--- src/rtl/mp64_sram_cpu_port_if.sv ---
// rtl/mp64_sram_cpu_port_if.sv - CPU request/response bundle for the MP64 SRAM CPU port
interface mp64_sram_cpu_port_if #(
  parameter int ADDR_W_B = 17,
  parameter int DATA_W   = 64
);
  logic                  req_valid;
  logic                  req_ready;
  logic                  req_we;
  logic [ADDR_W_B-1:0]   req_addr;
  logic [DATA_W-1:0]     req_wdata;
  logic [DATA_W/8-1:0]   req_be;
  logic                  rsp_valid;
  logic                  rsp_ready;
  logic [DATA_W-1:0]     rsp_rdata;

  modport master (
    output req_valid, req_we, req_addr, req_wdata, req_be, rsp_ready,
    input  req_ready, rsp_valid, rsp_rdata
  );

  modport slave (
    input  req_valid, req_we, req_addr, req_wdata, req_be, rsp_ready,
    output req_ready, rsp_valid, rsp_rdata
  );
endinterface

--- src/rtl/mp64_sram_cpu_port.sv ---
// rtl/mp64_sram_cpu_port.sv - CPU narrow-port access to tile SRAM with row-collision stall and byte RMW
module mp64_sram_cpu_port #(
  parameter int ADDR_W_B = 17,
  parameter int DATA_W   = 64,
  parameter int ROW_W    = 14
) (
  input  logic                 clk,
  input  logic                 rst_n,
  mp64_sram_cpu_port_if.slave  cpu,
  input  logic                 tile_ce,
  input  logic                 tile_we,
  input  logic [ROW_W-1:0]     tile_row,
  output logic                 b_ce,
  output logic                 b_we,
  output logic [ADDR_W_B-1:0]  b_addr,
  output logic [DATA_W-1:0]    b_wdata,
  input  logic [DATA_W-1:0]    b_rdata,
  output logic [15:0]          stall_cnt
);
  localparam int SEL_W = ADDR_W_B - ROW_W;
  localparam int BE_W  = DATA_W / 8;

  localparam logic [2:0] IDLE      = 3'd0;
  localparam logic [2:0] RD_WAIT   = 3'd1;
  localparam logic [2:0] RMW_MERGE = 3'd2;
  localparam logic [2:0] RMW_WR    = 3'd3;
  localparam logic [2:0] RMW_RERD  = 3'd4;
  localparam logic [2:0] RESP      = 3'd5;

  logic [2:0]          state;
  logic                we_q;
  logic [ADDR_W_B-1:0] addr_q;
  logic [DATA_W-1:0]   wdata_q;
  logic [BE_W-1:0]     be_q;
  logic [DATA_W-1:0]   merged_q;
  logic [DATA_W-1:0]   rsp_rdata_q;
  logic [DATA_W-1:0]   merged;

  logic coll_req;
  logic coll_lat;
  logic accept;
  logic be_full;
  logic be_none;
  logic in_rmw;
  logic stall_evt;

  // A tile write on the wide port to the row we want blocks the narrow port this cycle
  assign coll_req = tile_ce & tile_we & (tile_row == cpu.req_addr[ADDR_W_B-1:SEL_W]);
  assign coll_lat = tile_ce & tile_we & (tile_row == addr_q[ADDR_W_B-1:SEL_W]);

  assign cpu.req_ready = (state == IDLE) & ~coll_req;
  assign accept        = rst_n & cpu.req_valid & cpu.req_ready;
  assign be_full       = &cpu.req_be;
  assign be_none       = ~|cpu.req_be;
  assign cpu.rsp_valid = rst_n & (state == RESP);
  assign cpu.rsp_rdata = rsp_rdata_q;

  assign in_rmw    = (state == RMW_MERGE) | (state == RMW_WR) | (state == RMW_RERD);
  assign stall_evt = ((state == IDLE) & cpu.req_valid & coll_req) | (in_rmw & coll_lat);

  // Byte merge of the latched write data over the word just read back
  always_comb begin
    merged = b_rdata;
    for (int i = 0; i < BE_W; i++) begin
      if (be_q[i]) merged[i*8 +: 8] = wdata_q[i*8 +: 8];
    end
  end

  // SRAM narrow-port strobes; gated by reset so an abandoned RMW never writes
  always_comb begin
    b_ce    = 1'b0;
    b_we    = 1'b0;
    b_addr  = addr_q;
    b_wdata = merged_q;
    if (rst_n) begin
      case (state)
        IDLE: begin
          if (accept) begin
            b_addr  = cpu.req_addr;
            b_wdata = cpu.req_wdata;
            b_ce    = ~cpu.req_we | ~be_none;
            b_we    = cpu.req_we & be_full;
          end
        end
        RMW_WR: begin
          if (!coll_lat) begin
            b_ce = 1'b1;
            b_we = 1'b1;
          end
        end
        RMW_RERD: begin
          if (!coll_lat) b_ce = 1'b1;
        end
        default: ;
      endcase
    end
  end

  // Transaction state machine and request/response registers
  always_ff @(posedge clk) begin
    if (!rst_n) begin
      state       <= IDLE;
      we_q        <= 1'b0;
      addr_q      <= '0;
      wdata_q     <= '0;
      be_q        <= '0;
      merged_q    <= '0;
      rsp_rdata_q <= '0;
    end else begin
      case (state)
        IDLE: begin
          if (accept) begin
            we_q    <= cpu.req_we;
            addr_q  <= cpu.req_addr;
            wdata_q <= cpu.req_wdata;
            be_q    <= cpu.req_be;
            if (!cpu.req_we) begin
              state <= RD_WAIT;
            end else if (be_full || be_none) begin
              rsp_rdata_q <= '0;
              state       <= RESP;
            end else begin
              state <= RMW_MERGE;
            end
          end
        end
        RD_WAIT: begin
          rsp_rdata_q <= we_q ? '0 : b_rdata;
          state       <= RESP;
        end
        RMW_MERGE: begin
          merged_q <= merged;
          state    <= coll_lat ? RMW_RERD : RMW_WR;
        end
        RMW_WR: begin
          if (coll_lat) begin
            state <= RMW_RERD;
          end else begin
            rsp_rdata_q <= '0;
            state       <= RESP;
          end
        end
        RMW_RERD: begin
          if (!coll_lat) state <= RMW_MERGE;
        end
        RESP: begin
          if (cpu.rsp_ready) state <= IDLE;
        end
        default: state <= IDLE;
      endcase
    end
  end

  // Saturating count of cycles lost to wide-port row collisions
  always_ff @(posedge clk) begin
    if (!rst_n) begin
      stall_cnt <= '0;
    end else if (stall_evt && (stall_cnt != 16'hFFFF)) begin
      stall_cnt <= stall_cnt + 16'd1;
    end
  end
endmodule

--- src/flat_wrapper.sv ---
// flat-port wrapper written by rule: the top's interface ports become plain ports
module mp64_sram_cpu_port_flat 
#(
  parameter int ADDR_W_B = 17,
  parameter int DATA_W   = 64,
  parameter int ROW_W    = 14
)
  (clk, rst_n, tile_ce, tile_we, tile_row, b_ce, b_we, b_addr, b_wdata, b_rdata, stall_cnt, cpu_req_valid, cpu_req_we, cpu_req_addr, cpu_req_wdata, cpu_req_be, cpu_rsp_ready, cpu_req_ready, cpu_rsp_valid, cpu_rsp_rdata);
  mp64_sram_cpu_port_if #(.ADDR_W_B(ADDR_W_B), .DATA_W(DATA_W)) cpu_i ();
  input  logic clk;
  input  logic rst_n;
  input  logic tile_ce;
  input  logic tile_we;
  input  logic [ROW_W-1:0] tile_row;
  output logic b_ce;
  output logic b_we;
  output logic [ADDR_W_B-1:0] b_addr;
  output logic [DATA_W-1:0] b_wdata;
  input  logic [DATA_W-1:0] b_rdata;
  output logic [15:0] stall_cnt;
  input wire logic [$bits(cpu_i.req_valid)-1:0] cpu_req_valid;
  input wire logic [$bits(cpu_i.req_we)-1:0] cpu_req_we;
  input wire logic [$bits(cpu_i.req_addr)-1:0] cpu_req_addr;
  input wire logic [$bits(cpu_i.req_wdata)-1:0] cpu_req_wdata;
  input wire logic [$bits(cpu_i.req_be)-1:0] cpu_req_be;
  input wire logic [$bits(cpu_i.rsp_ready)-1:0] cpu_rsp_ready;
  output wire logic [$bits(cpu_i.req_ready)-1:0] cpu_req_ready;
  output wire logic [$bits(cpu_i.rsp_valid)-1:0] cpu_rsp_valid;
  output wire logic [$bits(cpu_i.rsp_rdata)-1:0] cpu_rsp_rdata;
  assign cpu_i.req_valid = cpu_req_valid;
  assign cpu_i.req_we = cpu_req_we;
  assign cpu_i.req_addr = cpu_req_addr;
  assign cpu_i.req_wdata = cpu_req_wdata;
  assign cpu_i.req_be = cpu_req_be;
  assign cpu_i.rsp_ready = cpu_rsp_ready;
  assign cpu_req_ready = cpu_i.req_ready;
  assign cpu_rsp_valid = cpu_i.rsp_valid;
  assign cpu_rsp_rdata = cpu_i.rsp_rdata;
  mp64_sram_cpu_port #(.ADDR_W_B(ADDR_W_B), .DATA_W(DATA_W), .ROW_W(ROW_W)) u_core (.clk(clk), .rst_n(rst_n), .cpu(cpu_i), .tile_ce(tile_ce), .tile_we(tile_we), .tile_row(tile_row), .b_ce(b_ce), .b_we(b_we), .b_addr(b_addr), .b_wdata(b_wdata), .b_rdata(b_rdata), .stall_cnt(stall_cnt));
endmodule
--- config.mk ---
export PLATFORM = sky130hd
export DESIGN_NAME = mp64_sram_cpu_port_flat
export DESIGN_NICKNAME = d
export VERILOG_FILES = /design/src/rtl/mp64_sram_cpu_port_if.sv /design/src/rtl/mp64_sram_cpu_port.sv /design/src/flat_wrapper.sv
export SDC_FILE = /design/constraint.sdc
export NUM_CORES = 1
export LEC_CHECK = 0
export ABC_AREA = 1
export CAP_MARGIN = 15
export CORE_MARGIN = 3
export CORE_UTILIZATION = 25
export CTS_BUF_LIST = sky130_fd_sc_hd__clkbuf_8
export CTS_CLUSTER_DIAMETER = 30
export CTS_CLUSTER_SIZE = 24
export DETAILED_ROUTE_END_ITERATION = 12
export RECOVER_POWER = 50
export SKIP_CTS_REPAIR_TIMING = 1
export SLEW_MARGIN = 15
export SYNTH_ARGS = -nofsm -noshare
export SYNTH_HDL_FRONTEND = slang
export SYNTH_SLANG_ARGS = --single-unit
--- constraint.sdc ---
create_clock -name clk -period 2.7 [get_ports clk]
set_input_delay 0.675 -clock clk [delete_from_list [all_inputs] [get_ports clk]]
set_output_delay 0.675 -clock clk [all_outputs]
set_load 0.03 [all_outputs]
==> impl_metrics.toml <==
[synth]
syn_area_mm2 = 0.0111
synthXorXnorAreaFrac = 0.0111
yosys_warnings = 0
synth_edf_count = 0
seq_area_frac_synth = 0.429
synth.area.top_cells = "dfxtp_1, nand2_1, a21oi_1"
syn_nets = 1814
yosys_most_used_dff = "dfxtp_1"
async_reset_ff_frac = 0
avgSynthCellArea_um2 = 6.75
yosysTopAreaCell = "dfxtp_1"
ys_types = 31
synth_top_family_by_area = "simple AND/OR/NAND/NOR gates"
syn_inst = 1639
synthMuxAreaShare = 0
synth_top_area_share = 0.429
synth_fa_ha_area_frac = 0.00113
synthSimpleGateAreaFrac = 0.259
ys_seq_elements = 237
synth_compound_area_frac = 0.191

[routing]
route.vias.total = 12653
wl_per_cell_um = 15.1
wl_um = 42700
drt_iter0_drc = 908
detail-route-antenna-nets = 0
drc_errors = 0
drt_pass1_iterations = 5
avgViaCountPerCell = 4.48

[worst_setup_path]
r2r_slack_ns = 0.31
crit_path_start_kind = "primary input"
critPathKind = "primary input to primary output"
cp_max_fo = 7
crit_required_ns = 2.03
critPathArrivalTime_ns = 2.40
r2r_end = "u_core.cpu.rsp_rdata[31]"
reg2reg_depth = 11
r2r-start = "u_core.state[2]"
cp-end-kind = "primary output"

[place]
hpwl_um = 28600
pre_cts_ws_ns = -0.830
gp_congestion = 0.849
port_buffers = 338

[timing]
worst_pin_slew_ns = 0.940
rsz0062_at_grt = "yes"
clock.fmax_ghz = 0.325
skew_ns = 0.0368
fin_ws_ns = -0.374
slew_viol_final = 0
setup_viol = 83
min_period_over_period = 1.14
relSlewSlack = 0.374
finalHoldViolations = 0
min_period_ns = 3.07

[global_route]
grt_pass1_vias = 12076
grtUsageMet1 = 0.203
grt_remaining_overflow = 0
antenna_found_initial = 3
busiest_layer = "met2"
use_met3 = 0.0557
grt_max_degree = 73
grt_pass1_wl_um = 62800
use_met2 = 0.277
track_usage = 0.167

[min_path]
worstHoldEndpoint = "u_core.addr_q[6]"
min_from = "cpu_req_addr[6]"
hold-path-cell-count = 4
hp-class = "primary input to flop"

[die]
start_util = 0.255
die_area_mm2 = 0.0468
io_pins = 339
die_x_um = 216
core_area_mm2 = 0.0434
die_h_um = 216
row_count = 76

[outcome]
failed_checks = "setup timing"
status = "finished with violations"

[cells_and_area]
syn2layout_area_growth_pct = 73.7
layout-drive-gt1-share = 0.287
layout_commonest_cell = "nand2_1"
final_cell_mix = "nand2_1, dfxtp_1, buf_4"
fin_nets = 2350
fillers = 4391

[clock_network]
clk_pin_slew_ns = 0.05
cts_tree = "done"
insertion_delay_ns = 0.64
cts-root-buf = "clkbuf_8"
cts.sinks = 237
numCtsBuffers = 75
htree_levels = 3
max-clock-path-buffers = 3

[job]
maxCapViolations = 0

[pwr]
powerDensity_mw_per_mm2 = 709
power.leakage_uw = 0.00849
peakVddDrop_uv = 441
fin_total_pwr_uw = 13600
## cell usage after synthesis, types with 5 or more instances
| master | n |
|---|---|
| nand2_1 | 457 |
| dfxtp_1 | 237 |
| a21oi_1 | 207 |
| inv_1 | 193 |
| o21ai_0 | 151 |
| nor2_1 | 121 |
| nand3_1 | 101 |
| clkbuf_1 | 68 |
| o31ai_2 | 22 |
| buf_4 | 10 |
| xor2_1 | 10 |
| buf_2 | 9 |
| buf_6 | 6 |
| nand4_1 | 6 |
| nand3b_1 | 5 |
## metrics by stage
stage,instance area [um2],setup TNS [ns],instances,hold slack (ns),util
floorplan,11200,-9.45,1639,0.443,-
global placement,16200,-126.66,2641,0.447,0.373
detailed placement,16200,-132.78,2641,0.453,0.373
CTS,17900,-62.06,2781,0.460,0.413
global route,19200,-34.24,2824,0.336,0.443
finish,19200,-23.64,2824,0.381,0.443
## how the worst max path moves through the flow
| stage | endpoint | depth (start not counted) | slack (ns) | startpoint |
|---|---|---|---|---|
| floorplan | b_addr[0] | 11 | -0.19 | cpu_req_addr[3] |
| finish | b_addr[16] | 15 | -0.37 | cpu_req_addr[11] |
| detailed placement | u_core.cpu.rsp_rdata[32] | 15 | -0.83 | tile_row[9] |
| CTS | b_wdata[1] | 14 | -0.86 | tile_row[9] |
| global placement | b_wdata[3] | 13 | -0.83 | tile_row[9] |
| global route | b_we | 9 | -0.51 | u_core.state[1] |
## registers in the layout, summed over array words and instances (netlist names)
signal                count
u_core.addr_q            17
u_core.be_q               8
u_core.cpu.rsp_rdata     64
u_core.merged_q          64
u_core.stall_cnt         16
u_core.state              3
u_core.wdata_q           64
u_core.we_q               1
## worst max-delay path, stage by stage
cell	delay (ns)
buf_6	0.08
inv_1	0.03
nand2_1	0.07
nand2_2	0.08
nor2_1	0.09
nand3_1	0.11
nor2_2	0.15
nand2_2	0.11
nand2_8	0.17
clkinv_8	0.12
buf_12	0.15
buf_12	0.13
buf_8	0.13
o21ai_4	0.14
buf_6	0.15
## per-layer routing
metal,routed length (um),part of all wire,up-vias
li1,-,-,6358
met1,18500,0.43,5851
met2,20300,0.48,360
met3,2820,0.066,80
met4,1010,0.024,4
met5,21,0.00049,-
## report_power, final
group	total, uW	internal, uW	leakage (uW)	switching (uW)
clock	5980	3830	0.000888	2150
combinational	3540	1580	0.00566	1950
sequential	4110	3870	0.00194	239
## cell families after synthesis
kind of cell / count (synthesis)
XOR/XNOR: 14
adder cells (fa/ha/maj): 1
AND/OR/NAND/NOR: 704
AO/OA/AOI/OAI: 388
flip-flops: 237
buffers and inverters: 295
## layout make-up
cell class / count / area, um2 / area share
Multi-Input combinational cell: 1107 / 5740 / 0.299
Timing Repair Buffer: 554 / 5450 / 0.284
Sequential cell: 237 / 4750 / 0.247
Clock buffer: 93 / 1280 / 0.0666
Inverter: 198 / 776 / 0.0404
Tap cell: 585 / 732 / 0.0381
Clock inverter: 47 / 459 / 0.0239
Timing Repair inverter: 2 / 25.0 / 0.00130
Antenna cell: 1 / 2.50 / 0.000130
Power figures use the tool's default switching activity.
